[config.mk]
export PLATFORM = sky130hd
export DESIGN_NAME = contador_monitor
export DESIGN_NICKNAME = d
export VERILOG_FILES = /design/src/rtl/contador_monitor_pkg.sv /design/src/rtl/contador_monitor_predict.sv /design/src/rtl/contador_monitor.sv
export SDC_FILE = /design/constraint.sdc
export NUM_CORES = 1
export LEC_CHECK = 0
export ABC_AREA = 1
export BUFFER_PORTS_ARGS = -buffer_cell sky130_fd_sc_hd__buf_4
export CELL_PAD_IN_SITES_DETAIL_PLACEMENT = 1
export CELL_PAD_IN_SITES_GLOBAL_PLACEMENT = 1
export CORE_MARGIN = 10
export CORE_UTILIZATION = 45
export DETAILED_ROUTE_END_ITERATION = 10
export PLACE_DENSITY_LB_ADDON = 0.25
export SLEW_MARGIN = 5
export SYNTH_ARGS = -nofsm -noshare
export SYNTH_HDL_FRONTEND = slang
export SYNTH_SLANG_ARGS = --single-unit
[constraint.sdc]
create_clock -name clk -period 7.9 [get_ports clk]
set_clock_uncertainty 0.2 [all_clocks]
set_input_delay 0.79 -clock clk [delete_from_list [all_inputs] [get_ports clk]]
set_output_delay 0.79 -clock clk [all_outputs]
set_load 0.03 [all_outputs]
[src/rtl/contador_monitor_pkg.sv]
// Shared definitions for the 32-bit counter and its passive monitor:
// mode encodings, monitor FSM states and the default data width.
package contador_defs;

  localparam int DEF_WIDTH = 32;

  localparam logic [1:0] MODE_UP1  = 2'b00;
  localparam logic [1:0] MODE_DN1  = 2'b01;
  localparam logic [1:0] MODE_DN3  = 2'b10;
  localparam logic [1:0] MODE_LOAD = 2'b11;

  typedef enum logic {
    ST_UNSYNC = 1'b0,
    ST_CHECK  = 1'b1
  } state_t;

endpackage

[src/rtl/contador_monitor_predict.sv]
// Combinational prediction of the counter's next Q/rco/load from the
// previous cycle's sample; reusable by any counter scoreboard.
module contador_predict
  import contador_defs::*;
#(
  parameter int WIDTH = DEF_WIDTH
) (
  input  logic             en_p,
  input  logic [1:0]       mode_p,
  input  logic [WIDTH-1:0] q_p,
  output logic [WIDTH-1:0] exp_q,
  output logic             exp_rco,
  output logic             exp_load,
  output logic             chk_q
);

  always_comb begin
    exp_q    = q_p;
    exp_rco  = 1'b0;
    exp_load = 1'b0;
    chk_q    = 1'b1;
    if (en_p) begin
      case (mode_p)
        MODE_UP1: begin
          exp_q   = q_p + WIDTH'(1);
          exp_rco = &q_p;
        end
        MODE_DN1: begin
          exp_q   = q_p - WIDTH'(1);
          exp_rco = (q_p == '0);
        end
        MODE_DN3: begin
          exp_q   = q_p - WIDTH'(3);
          exp_rco = (q_p < WIDTH'(3));
        end
        default: begin
          // Parallel load: the loaded value is unknown to the monitor.
          chk_q    = 1'b0;
          exp_load = 1'b1;
        end
      endcase
    end
  end

endmodule

[src/rtl/contador_monitor.sv]
// Passive checker for the 32-bit counter: predicts Q/rco/load one cycle
// ahead and flags mismatches. Define CONTADOR_MON_STICKY_EN for sticky err_*.
module contador_monitor
  import contador_defs::*;
#(
  parameter int WIDTH = DEF_WIDTH,
  parameter int CNT_W = 16
) (
  input  logic             clk,
  input  logic             reset,
  input  logic             enable,
  input  logic [1:0]       mode,
  input  logic [WIDTH-1:0] Q,
  input  logic             rco,
  input  logic             load,
  output logic             err_q,
  output logic             err_rco,
  output logic             err_load,
  output logic [CNT_W-1:0] err_count,
  output logic [CNT_W-1:0] rco_count,
  output logic             synced
);

  function automatic logic [CNT_W-1:0] sat_inc(input logic [CNT_W-1:0] v);
    return (&v) ? v : v + CNT_W'(1);
  endfunction

  state_t           state;
  logic             en_p;
  logic [1:0]       mode_p;
  logic [WIDTH-1:0] q_p;

  logic [WIDTH-1:0] exp_q;
  logic             exp_rco;
  logic             exp_load;
  logic             chk_q;
  logic             mis_q;
  logic             mis_rco;
  logic             mis_load;

  contador_predict #(.WIDTH(WIDTH)) u_predict (
    .en_p    (en_p),
    .mode_p  (mode_p),
    .q_p     (q_p),
    .exp_q   (exp_q),
    .exp_rco (exp_rco),
    .exp_load(exp_load),
    .chk_q   (chk_q)
  );

  // Case inequality so X/Z on the counter outputs reads as a mismatch.
  always_comb begin
    mis_q    = chk_q && (Q !== exp_q);
    mis_rco  = (rco !== exp_rco);
    mis_load = (load !== exp_load);
  end

  always_ff @(posedge clk or posedge reset) begin
    if (reset) begin
      state     <= ST_UNSYNC;
      en_p      <= 1'b0;
      mode_p    <= MODE_UP1;
      q_p       <= '0;
      err_q     <= 1'b0;
      err_rco   <= 1'b0;
      err_load  <= 1'b0;
      err_count <= '0;
      rco_count <= '0;
      synced    <= 1'b0;
    end else begin
      en_p   <= enable;
      mode_p <= mode;
      q_p    <= Q;
      synced <= 1'b1;
      case (state)
        ST_UNSYNC: state <= ST_CHECK;
        default: begin
          state <= ST_CHECK;
`ifdef CONTADOR_MON_STICKY_EN
          err_q    <= err_q    | mis_q;
          err_rco  <= err_rco  | mis_rco;
          err_load <= err_load | mis_load;
`else
          err_q    <= mis_q;
          err_rco  <= mis_rco;
          err_load <= mis_load;
`endif
          if (mis_q || mis_rco || mis_load)
            err_count <= sat_inc(err_count);
          if (rco === 1'b1)
            rco_count <= sat_inc(rco_count);
        end
      endcase
    end
  end

endmodule

==> impl_metrics.ini <==
[worst_setup_path]
r2r-end = err_count[11]$_DFFE_PP0P_
critPathLaunch = mode_p[1]$_DFF_PP0_
critPathKind = flop to flop
worstPathMaxFanout = 54
crit_required_ns = 7.98
cp-start-kind = flop
crit_end = err_count[11]$_DFFE_PP0P_
r2r_start = mode_p[1]$_DFF_PP0_
endpoint_kind = flop
ff2ff_path_depth = 26
worstPathArrival_ns = 4.60
rrSetupSlack_ns = 3.38

[timing]
min_period_ns = 4.52
tns_ns = 0
rsz0062_at_grt = false
clock.fmax_ghz = 0.221
maxSlewViolCount = 0
setup_viol = 0
whs_ns = 0.294
hold_viol = 0
tightest_slew_ns = 1.02
finalCritPeriodShare_pct = 57.3
relSlewSlack_pct = 31.7
fin_ws_ns = 3.38

[yosys]
synth_cell_types = 42
synth_nets = 1253
yosys_warnings = 0
syn_inst = 1209
ys_ff_latch = 71
syn_avg_cell_area_um2 = 5.85
ys_seq_area_share_pct = 25.1
mappedNetlistArea_um2 = 7070

[place]
pre_cts_slack_ns = 3.53
portBuffers = 74
hpwl_mm = 20.9
place_congestion = 0.955

[hold_path]
hold_path_depth = 1
min_path_type = flop to flop

[power]
p_leak_nw = 4.30
pwr_density_cell_nw_per_um2 = 173
power_frac_comb_pct = 34.2
internal_power_mw = 0.838
seq_power_share_pct = 33.2
power.clock.fraction_pct = 32.6
peakVddDrop_uv = 149
swShare_pct = 39.7
finalPower_mw = 1.39
p_sw_mw = 0.553

[floorplan]
rows = 45
fp.dieH_um = 145
pin_count = 75
die_area_um2 = 21100
core_area_um2 = 15300
start_util_pct = 46.1
die_w_um = 145

[clocking]
clk_latency_ns = 0.35
cts_resized = 0
post-cts-setup-buffers = 0
cts_buffer_depth = 2
cts_tree = built
clock-sinks = 71
clk_pin_slew_worst_paths_ns = 0.06
htree_num_levels = 3
cts_inserted_buffers = 9
ctsHoldBuffers = 0
root_buffer = clkbuf_16

[drt]
dr.pass1.iters = 5
drc = 0
first_iter_violations = 574
avgViaCountPerCell = 5.65
num_vias = 8381
wl_per_cell_um = 19.4
ant_nets = 0
wirelength_mm = 28.7

[global_route]
grt_max_degree = 72
track_usage_pct = 26.2
grt_pass1_wl_mm = 46.2
grt_remaining_overflow = 0
antenna_found_initial = 0
grt_pass1_vias = 8753

[cells_and_area]
fillers = 2213
diodes = 0
syn2layout_area_growth_pct = 13.9
post-route-util_pct = 52.6
drive_above_1_share_pct = 12.5
num-nets-final = 1311

[run]
max_cap_viol_count = 0

[status]
status = complete, no violations
-- logic make-up after synthesis --
kind of cell               share of synthesized area, %
AOI/OAI and AO/OA                                  6.99
xor gates and xnor gates                           5.95
adders and majority gates                         0.885
buffers and inverters                              11.0
DFF                                                25.1
other                                            0.0531
and+or+nand+nor                                    50.0
-- critical path: stages, from the launching register on --
cell and delay, ns:
dfrtp_1 0.46, inv_4 0.37, nand2_8 0.33, nand2_1 0.16
nand2_1 0.15, nor2_1 0.23, nand2_1 0.14, nor2_1 0.24
and2_1 0.17, nand2_1 0.10, nand2_1 0.08, nand2_1 0.05
nand3_1 0.07, nand2_1 0.08, nand2_1 0.08, nand2_1 0.05
nand2_1 0.05, nand2_1 0.04, nor2_1 0.16, nand2_1 0.08
nor2_1 0.18, nand3_1 0.15, nand2_2 0.14, nand2_4 0.16
nand2_4 0.27, nand2_1 0.11, nand2_1 0.08
-- worst min path at each step --
stage,start,endpoint
after global routing,rco_count[7]$_DFFE_PP0P_,rco_count[7]$_DFFE_PP0P_
final,rco_count[7]$_DFFE_PP0P_,rco_count[7]$_DFFE_PP0P_
after CTS,rco_count[7]$_DFFE_PP0P_,rco_count[7]$_DFFE_PP0P_
after detailed placement,err_load$_DFFE_PP0P_,err_load$_DFFE_PP0P_
after global placement,err_load$_DFFE_PP0P_,err_load$_DFFE_PP0P_
after floorplan,err_load$_DFFE_PP0P_,err_load$_DFFE_PP0P_
-- synth_stat cells --
cell type    n  area, um^2
o21ai_1      5        25.0
nor2_1     121         454
xor2_1      31         272
inv_2       14        52.6
ha_1         5        62.6
nor2_4       1        11.3
clkinv_1     3        11.3
nand2_2     22         138
nor2_2      17         106
nand3_1    144         721
buf_2        8        40.0
nand3b_1     8        60.1
nand2_1    441        1660
clkbuf_1    14        52.6
a41oi_1      2        17.5
a22oi_1      5        37.5
o22ai_1      2        12.5
buf_8        1        15.0
nand2_8      1        20.0
nand4_1     20         125
o21ai_0     32         160
conb_1       1        3.75
o21ai_2      1        8.76
inv_1      137         514
inv_4        1        6.26
and2_1       7        43.8
dfrtp_1     71        1780
buf_6        5        56.3
a22o_1       1        8.76
buf_1        2        7.51
buf_12       1        20.0
o31ai_1      1        7.51
nor3_1      17        85.1
xnor2_1     17         149
o21bai_2     1        11.3
nand2_4      6        67.6
nor4b_1      1        8.76
a2111oi_0    1        8.76
a41oi_2      1        16.3
o21bai_1     4        30.0
a21oi_1     30         150
nor4_1       6        37.5
-- layer usage --
layer	wire length, um	track usage (%)	vias to the layer above	share of wire (%)
met3	1480	3.35	63	5.2
met5	0	0	-	0
met1	12900	34.4	4085	45
met4	833	8.70	0	2.9
met2	13500	43.6	295	47
li1	-	-	3938	-
-- placed cells by master, fill, tap and decap left out, types with 2 or more instances in the layout --
master     synthesis  layout
nor4_1             6       6
o21bai_1           4       4
nand2_4            6       6
clkinv_1           3       3
a22oi_1            5       5
bufinv_16          0       2
dfrtp_1           71      71
and2_1             7       7
nand3_1          144     144
nand4_1           20      20
nand2_1          441     441
inv_1            137     136
nand2_2           22      22
o22ai_1            2       2
buf_4              0      78
nor2_2            17      17
ha_1               5       5
inv_2             14      15
nor2_1           121     121
nand3b_1           8       8
o21ai_1            5       5
nor3_1            17      17
a41oi_1            2       2
xnor2_1           17      17
o21ai_0           32      32
clkbuf_16          0       9
a21oi_1           30      30
xor2_1            31      31
-- area by class of cell --
class                   count  area (um^2)  share of cell area [%]
repair buffers             78          586                    7.27
inverters                 155          584                    7.26
clock buffers              11          243                    3.02
flip-flops and latches     71         1780                    22.1
clock inverters             5         81.3                    1.01
well taps                 211          264                    3.28
multi-input cells         952         4510                    56.1
-- state kept, by name, indices dropped and copies added, names as in the netlist --
| signal | cells |
|---|---|
| err_q | 1 |
| err_load | 1 |
| err_count | 16 |
| en_p | 1 |
| mode_p | 2 |
| err_rco | 1 |
| state | 1 |
| q_p | 32 |
| rco_count | 16 |
-- through the flow --
step	instances	area (um^2)
3_3_place_gp	1467	7720
4_1_cts	1483	8050
6_report	1483	8050
3_5_place_dp	1467	7720
5_1_grt	1483	8050
2_1_floorplan	1209	7070
-- power groups by stage --
stage | clock, mW | combinational, mW | sequential (mW)
finish | 0.454 | 0.475 | 0.462
global route | 0.473 | 0.519 | 0.466
CTS | 0.454 | 0.472 | 0.459
detailed placement | 0 | 0.454 | 0.462
global placement | 0 | 0.437 | 0.461
floorplan | 0 | 0.256 | 0.502
(Power assumes the default switching activity.)
